`config.mk`:
```
export PLATFORM = sky130hd
export DESIGN_NAME = prio_enc_rr
export DESIGN_NICKNAME = d
export VERILOG_FILES = /design/src/rtl/prio_enc_rr.sv
export SDC_FILE = /design/constraint.sdc
export NUM_CORES = 1
export LEC_CHECK = 0
export ABC_AREA = 1
export CAP_MARGIN = 10
export CORE_MARGIN = 8
export CORE_UTILIZATION = 40
export CTS_CLUSTER_SIZE = 12
export DETAILED_ROUTE_END_ITERATION = 10
export HOLD_SLACK_MARGIN = 0.06
export PLACE_DENSITY = 0.72
export SLEW_MARGIN = 20
export SYNTH_ARGS = -nofsm -noshare
export SYNTH_HDL_FRONTEND = slang
export SYNTH_SLANG_ARGS = --single-unit
```
`constraint.sdc`:
```
create_clock -name clk -period 2.3 [get_ports clk]
set_input_delay 0.69 -clock clk [delete_from_list [all_inputs] [get_ports clk]]
set_output_delay 0.69 -clock clk [all_outputs]
set_load 0.01 [all_outputs]
```
`src/rtl/prio_enc_rr.sv`:
```
// prio_enc_rr: registered N-input priority encoder with a one-entry
// valid/ready output stage. Two selection modes, picked per accept:
//   mode=0  fixed priority, bit 0 highest
//   mode=1  round-robin, search starts at ptr and wraps N-1 -> 0
// Optional feature macro: PRIO_ENC_COUNT_EN adds out_cnt, the popcount of
// the accepted request vector, registered alongside the other outputs.
module prio_enc_rr #(
  parameter int N     = 8,
  parameter int IDX_W = 3
) (
  input  logic             clk,
  input  logic             rst,
  input  logic             in_valid,
  output logic             in_ready,
  input  logic [N-1:0]     req,
  input  logic             mode,
  output logic             out_valid,
  input  logic             out_ready,
  output logic [IDX_W-1:0] out_idx,
  output logic [N-1:0]     out_onehot,
  output logic             out_any
`ifdef PRIO_ENC_COUNT_EN
  ,
  output logic [IDX_W:0]   out_cnt
`endif
);

  // Index reported for an empty request vector; kept at N-1 because
  // downstream consumers historically decode this as "nothing selected".
  localparam logic [IDX_W-1:0] IDX_EMPTY = IDX_W'(N - 1);
  localparam logic [IDX_W-1:0] IDX_LAST  = IDX_W'(N - 1);
  localparam logic [N-1:0]     ONE_N     = {{(N-1){1'b0}}, 1'b1};

  // Lowest set bit of vec, or IDX_EMPTY when vec is all zero. Scanning from
  // the top down lets the last hit (the lowest index) win without a flag.
  function automatic logic [IDX_W-1:0] lowest_idx(input logic [N-1:0] vec);
    logic [IDX_W-1:0] idx;
    idx = IDX_EMPTY;
    for (int i = N - 1; i >= 0; i--) begin
      if (vec[i]) begin
        idx = IDX_W'(i);
      end
    end
    return idx;
  endfunction

`ifdef PRIO_ENC_COUNT_EN
  // Number of set bits; IDX_W+1 bits holds N even when N is a power of two.
  function automatic logic [IDX_W:0] popcount(input logic [N-1:0] vec);
    logic [IDX_W:0] cnt;
    cnt = '0;
    for (int i = 0; i < N; i++) begin
      cnt = cnt + {{IDX_W{1'b0}}, vec[i]};
    end
    return cnt;
  endfunction
`endif

  // State
  logic             out_valid_reg;
  logic [IDX_W-1:0] out_idx_reg;
  logic [N-1:0]     out_onehot_reg;
  logic             out_any_reg;
  logic [IDX_W-1:0] ptr_reg;
`ifdef PRIO_ENC_COUNT_EN
  logic [IDX_W:0]   out_cnt_reg;
`endif

  // Combinational selection
  logic [N-1:0]     rr_mask;
  logic [N-1:0]     req_masked;
  logic [N-1:0]     sel_vec;
  logic [IDX_W-1:0] idx_next;
  logic [N-1:0]     onehot_next;
  logic             any_next;
  logic [IDX_W-1:0] ptr_next;
  logic             accept;

  // Round-robin window: requesters at or above the pointer get first chance.
  // Only indices below N exist, so the mask never admits an illegal index.
  generate
    for (genvar gi = 0; gi < N; gi++) begin : g_rr_mask
      assign rr_mask[gi] = (IDX_W'(gi) >= ptr_reg);
    end
  endgenerate

  assign req_masked = req & rr_mask;
  assign accept     = in_valid && in_ready;
  assign in_ready   = !out_valid_reg || out_ready;

  // Pick the vector to encode: in round-robin mode, if nothing sits at or
  // above ptr, the search wraps, which is the same as encoding the full req.
  always_comb begin
    sel_vec = req;
    if (mode && (|req_masked)) begin
      sel_vec = req_masked;
    end
  end

  // Encode the selection and derive the matching one-hot and pointer advance.
  always_comb begin
    any_next    = |req;
    idx_next    = lowest_idx(sel_vec);
    onehot_next = '0;
    if (any_next) begin
      onehot_next = ONE_N << idx_next;
    end
    // Explicit wrap so a non-power-of-two N never steps past N-1.
    ptr_next = (idx_next == IDX_LAST) ? '0 : idx_next + IDX_W'(1);
  end

  // Output stage: load on accept, drop valid on a transfer with no refill,
  // otherwise hold everything (covers backpressure).
  always_ff @(posedge clk) begin
    if (rst) begin
      out_valid_reg  <= 1'b0;
      out_idx_reg    <= '0;
      out_onehot_reg <= '0;
      out_any_reg    <= 1'b0;
`ifdef PRIO_ENC_COUNT_EN
      out_cnt_reg    <= '0;
`endif
    end else if (accept) begin
      out_valid_reg  <= 1'b1;
      out_idx_reg    <= idx_next;
      out_onehot_reg <= onehot_next;
      out_any_reg    <= any_next;
`ifdef PRIO_ENC_COUNT_EN
      out_cnt_reg    <= popcount(req);
`endif
    end else if (out_ready) begin
      out_valid_reg  <= 1'b0;
    end
  end

  // Round-robin pointer: advances only on round-robin accepts that granted
  // something; fixed-mode and empty accepts leave it where it was.
  always_ff @(posedge clk) begin
    if (rst) begin
      ptr_reg <= '0;
    end else if (accept && mode && any_next) begin
      ptr_reg <= ptr_next;
    end
  end

  assign out_valid  = out_valid_reg;
  assign out_idx    = out_idx_reg;
  assign out_onehot = out_onehot_reg;
  assign out_any    = out_any_reg;
`ifdef PRIO_ENC_COUNT_EN
  assign out_cnt    = out_cnt_reg;
`endif

endmodule

```
==> run summary, run 1 <==
Status - finished with violations
Failing checks - negative setup slack
MaxCap Viol Count - 0
RSZ-0062 raised after global routing - true
Die height - 64.3 µm
Fill cells - 177
Die width - 64.3 µm
Clk sinks - 16
Worst setup EP type - flip-flop
CTS tree - yes
Largest register FFs - 8
Synth unique cells - 20
Final setup fails - 1
First-pass GRT wire length - 5210 µm
WS Path Type - in2reg
Routed Antenna Nets - 0
DRT Pass-1 Iters - 4
Fin Hold WS - 0.467 ns
Placer Congestion - 0.848
Drt first-iter violations - 47
Seq/Total Area, Yosys - 0.343
Synth Instances - 140
Clk buf depth - 2
Layout net count - 233
HPWL after detailed placement - 2180 µm
Via density per instance - 4.93
R2R setup slack - -0.01 ns
Cts hold-fix bufs - 0
Finished Layout Cells - 242
Critical Path RT - 2.52 ns
Minimum clock period - 2.34 ns
Fin. Hold Viols - 0
Clk Latency, worst-skew pair - 0.29 ns
Wirelength per Cell - 14.0 µm
Lkg Pwr - 0.777 nW
Yosys reg bits - 16
Area of the multi-input gates - 623 µm²
Max Slew Vio Count - 0
Placed Area - 1440 µm²
Gr usage total - 0.157
Commonest cells after routing, fill and taps aside - 47 x buf_4, 45 x nand2_1, 16 x clkdlybuf4s50_1
Synthesis-to-finish area growth - 76.6%
Crit share post-route - 1.02
Largest net degree at the start of global routing - 13
Share of cells above drive strength 1 - 0.430
Yosys top cell area share - 0.343
Worst hold path stage count - 2
Clk pin slew, worst setup/hold paths - 0.09 ns
Post-synthesis net count - 157
Synth Area per Inst - 6.68 µm²
Worst EP arrival - 2.57 ns
Critical Path Start Type - input pin
Syn Std Cell Area - 935 µm²
Rows - 17
Commonest non-fill, non-tap cell in the layout - buf_4
H-tree Lvls - 1
Ports - 27
Inserted Diodes - 0
Largest cells by area after synthesis - dfxtp_1 34%, nand2_1 20%, a21oi_1 7.0%
Clock skew - 0.00674 ns
Max VDD drop - 0.000433 V
Yosys warnings - 0
Tightest Hold Check Type - reg2reg
Fmax - 426 MHz
Power Density - 457 nW/µm²
Die area - 4140 µm²
Core box area - 2210 µm²
Initial antenna violation count - 0
Post-route setup slack - -0.0447 ns
Vias - 1,194
Reg2Reg Depth - 20
Num CTS Buffers - 3
Post-synth top area cell - dfxtp_1
Worst-Margin Slew - 0.285 ns
Number of instances in the placed design - 219
Reg area - 324 µm²
Slew HR - 0.808
Routed wire length - 3400 µm
Number of remaining DRC errors - 0
Critical path fanouts, max - 8
I/O Buffers - 26
Setup TNS - -0.0447 ns
Clock Root Buffer - clkbuf_4
Vias in the first global route - 1,204
Initial Utilization - 0.423
GRT overflow - 0
Final instance area - 1650 µm²
[cells by family (layout without fill, tap and decap cells)]
family,count (synthesis),count (layout),synth area share
and+or+nand+nor,82,82,0.398
AOI/OAI and AO/OA,21,21,0.119
buffers and inverters,17,91,0.0870
DFF,16,16,0.343
adders and majority gates,4,4,0.0535
[per-layer routing]
metal  routed length [µm]  global-route usage  share of wire  vias up
met3                  215              0.0418          0.063       12
li1                     -                   -              -      596
met4                  112              0.0790          0.033        0
met5                    0                   0              0        -
met1                 1350               0.159           0.40      544
met2                 1710               0.286           0.50       42
[power by group]
| group | internal [mW] | switching [mW] |
|---|---|---|
| sequential | 0.293 | 0.0102 |
| combinational | 0.159 | 0.145 |
| clock | 0.0609 | 0.0869 |
| total | 0.513 | 0.242 |
[through the flow]
step	utilization	total power [mW]	worst slack, ns
global route	0.746	0.789	-0.173
finish	0.746	0.755	-0.0447
floorplan	-	0.417	0.00594
detailed placement	0.649	0.540	-0.627
CTS	0.721	0.723	0.00135
global placement	0.649	0.533	-0.519
[final timing paths]
| check | start | end |
|---|---|---|
| min | out_onehot[2] | out_onehot[2] |
| min reg2reg | out_onehot[2] | out_onehot[2] |
| max | req[1] | ptr_reg[0] |
| max reg2reg | ptr_reg[2] | ptr_reg[0] |
[cells in the mapped netlist]
cell type and instances:
a21boi_1 1, nand2_1 51, nor2_4 1, nor4_1 2
nor2_1 10, nand2_4 2, inv_2 1, dfxtp_1 16
a21oi_1 13, o21ai_0 6, a21oi_2 1, nand2_2 5
nand3_2 1, clkbuf_8 1, ha_1 4, buf_6 1
nor2_2 2, inv_1 14, nand4_1 2, nand3_1 6
[what timing repair did]
item                                    CTS  global route
endpoints found under the hold margin     0             0
resized for setup                        15            34
pin swaps                                15            17
setup buffers                            17             3
endpoints found under the setup margin   11            11
[critical path, cell delays in order]
cell and delay, ns:
clkdlybuf4s15_1 0.20, nand2_2 0.09, nand2_2 0.06, nor2_2 0.10
nand2_2 0.09, nand2_4 0.13, nand2_2 0.07, nand2_2 0.07
nand2_1 0.04, nand2_1 0.07, nand2_1 0.06, nand2_2 0.10
nand2_4 0.07, nand2_4 0.09, inv_4 0.04, ha_4 0.17
ha_4 0.17, nor2_4 0.10, nand2_2 0.06, a21oi_2 0.11
[layout make-up]
type                            instances  area share
Tap cell                               28      0.0212
Inverter                               15      0.0356
Sequential cell                        16       0.196
Timing Repair Buffer                   73       0.356
Multi-Input combinational cell        107       0.378
Clock buffer                            3      0.0136
Power figures use the tool's default switching activity.
==> run 2: changes to the inputs <==
--- a/config.mk
+++ b/config.mk
@@ -13,6 +13,7 @@
 export DETAILED_ROUTE_END_ITERATION = 10
 export HOLD_SLACK_MARGIN = 0.06
 export PLACE_DENSITY = 0.72
+export SKIP_LAST_GASP = 1
 export SLEW_MARGIN = 20
 export SYNTH_ARGS = -nofsm -noshare
 export SYNTH_HDL_FRONTEND = slang
==> run summary, run 2 (synthesized netlist as in run 1, its figures left out) <==
Worst setup EP type - flip-flop
Share of cells above drive strength 1 - 0.425 (-0.00467)
Final setup fails - 1 (unchanged)
Fill cells - 177 (unchanged)
Hold_sp - out_onehot[3]
Finished Layout Cells - 242 (unchanged)
Critical path fanouts, max - 8 (unchanged)
Comb pwr share - 0.401 (-0.002)
CTS tree - yes
Fin. Hold Viols - 0 (unchanged)
Initial Utilization - 0.423 (unchanged)
Number of instances in the placed design - 219 (unchanged)
Clk network pwr share - 0.197 (about the same)
Clk Latency, worst-skew pair - 0.29 ns (about the same)
Power Density - 457 nW/µm² (about the same)
Area of the multi-input gates - 619 µm² (-0.60%)
Via density per instance - 4.88 (-1.2%)
Max incr delay on CP - 0.20 ns (about the same)
DRT Pass-1 Iters - 4 (unchanged)
Failing checks - negative setup slack
Number of remaining DRC errors - 0 (unchanged)
Pint - 0.512 mW (-0.17%)
Commonest cells after routing, fill and taps aside - 47 x buf_4, 45 x nand2_1, 16 x clkdlybuf4s50_1
Reg area - 324 µm² (unchanged)
Lkg Pwr - 0.778 nW (about the same)
Crit share post-route - 1.02 (about the same)
Core box area - 2210 µm² (unchanged)
WS Path Type - in2reg
Largest net degree at the start of global routing - 13 (unchanged)
Ports - 27 (unchanged)
Slew HR - 0.809 (about the same)
Worst path bufs/invs - 2 (unchanged)
Vias - 1,180 (-1.2%)
Minimum clock period - 2.34 ns (-0.000118 ns)
Status - finished with violations
Post-route setup slack - -0.0446 ns (+0.000118 ns)
I/O Buffers - 26 (unchanged)
Die area - 4140 µm² (unchanged)
Gr usage total - 0.157 (unchanged)
Synthesis-to-finish area growth - 76.2%
CP delay by family, top - simple AND/OR/NAND/NOR gates
Clk sinks - 16 (unchanged)
HPWL after detailed placement - 2180 µm (unchanged)
Die width - 64.3 µm (unchanged)
Num CTS Buffers - 3 (unchanged)
CP Launch Point - req[1]
Max Slew Vio Count - 0 (unchanged)
Max VDD drop - 0.000432 V (-0.21%)
RSZ-0062 raised after global routing - true
Setup TNS - -0.0446 ns (+0.000118 ns)
Routed Antenna Nets - 0 (unchanged)
Clk buf depth - 2 (unchanged)
Commonest non-fill, non-tap cell in the layout - buf_4
Inserted Diodes - 0 (unchanged)
Wirelength per Cell - 13.9 µm (-0.88%)
MaxCap Viol Count - 0 (unchanged)
Vias in the first global route - 1,204 (unchanged)
Critical Path Start Type - input pin
Largest register FFs - 8 (unchanged)
Drt first-iter violations - 47 (unchanged)
Switching share of total power - 0.320 (-0.000992)
Clock Root Buffer - clkbuf_4
Die height - 64.3 µm (unchanged)
Tightest Hold Check Type - reg2reg
Layout net count - 233 (unchanged)
Initial antenna violation count - 0 (unchanged)
Worst-Margin Slew - 0.284 ns (-0.000822 ns)
Critical path, cell by cell - clkdlybuf4s15_1, nand2_2, nand2_2, nor2_2, nand2_2, nand2_4, nand2_2, nand2_2, nand2_1, nand2_1, nand2_1, nand2_2, nand2_4, nand2_4, inv_4, ha_4, ha_4, nor2_4, nand2_2, a21oi_2
First-pass GRT wire length - 5210 µm (unchanged)
Placer Congestion - 0.848 (unchanged)
Worst r2r src - ptr_reg[2]
Fmax - 427 MHz (about the same)
Worst EP arrival - 2.57 ns (about the same)
Clk pin slew, worst setup/hold paths - 0.09 ns (about the same)
CP most frequent cell - nand2_2
Routed wire length - 3370 µm (-0.88%)
Switch Pwr - 0.241 mW (-0.62%)
GRT overflow - 0 (unchanged)
Slowest-stage cell, CP - clkdlybuf4s15_1
H-tree Lvls - 1 (unchanged)
Critical Path RT - 2.52 ns (about the same)
Sequential share of power - 0.402 (about the same)
Clock skew - 0.00763 ns (+0.000899 ns)
Rows - 17 (unchanged)
-- run 2: cell counts in the layout (fill, tap and decap cells not counted) --
No cell type changed its count.
-- run 2: final timing paths --
kind | to | slack [ns] | depth (start not counted)
worst max-delay path | ptr_reg[0] | -0.04 | 20
worst min-delay path | out_onehot[3] | 0.47 | 2
worst max register to register | ptr_reg[0] | 0 | 20
worst min register to register | out_onehot[3] | 0.47 | 2
-- run 2: metrics by stage --
stage	hold WS, ns	utilization	total power [mW]	area, µm²	setup WS (ns)
6_report	0.467	0.744	0.753	1650	-0.0446
5_1_grt	0.497	0.744	0.787	1650	-0.173
4_1_cts	0.469	0.721	0.723	1590	0.00135
3_5_place_dp	0.455	0.649	0.540	1440	-0.627
3_3_place_gp	0.452	0.649	0.533	1440	-0.519
2_1_floorplan	0.485	-	0.417	962	0.00594
-- run 2: power groups by stage --
stage | Sequential (mW) | Combinational [mW] | Clock [mW]
final | 0.303 | 0.302 | 0.148
after global routing | 0.305 | 0.323 | 0.160
after CTS | 0.302 | 0.271 | 0.150
after detailed placement | 0.308 | 0.231 | 0
after global placement | 0.308 | 0.225 | 0
after floorplan | 0.313 | 0.104 | 0
-- run 2: routing by layer --
metal,part of all wire,track usage
met4,0.034,0.0790
met3,0.063,0.0418
met1,0.40,0.159
met2,0.50,0.286
met5,0,0
-- run 2: layout make-up --
class | instances | area share
multi-input combinational | 107 | 0.376
timing repair buffer | 73 | 0.356
sequential | 16 | 0.197
tap | 28 | 0.0213
inverter | 15 | 0.0357
clock buffer | 3 | 0.0137
-- run 2: tightest hold or removal path: cells and delay by family, from the launching register on --
kind	cells	cell delay, ns
AND/OR/NAND/NOR	1	0.06
AO/OA/AOI/OAI	1	0.05
flip-flops	1	0.32
-- run 2: timing repair --
item,CTS,global route
gates resized for setup,15,33
setup buffers,17,3
hold buffers,0,0
endpoints found under the hold margin,0,0
setup endpoints to repair,11,11
pin swaps,15,17
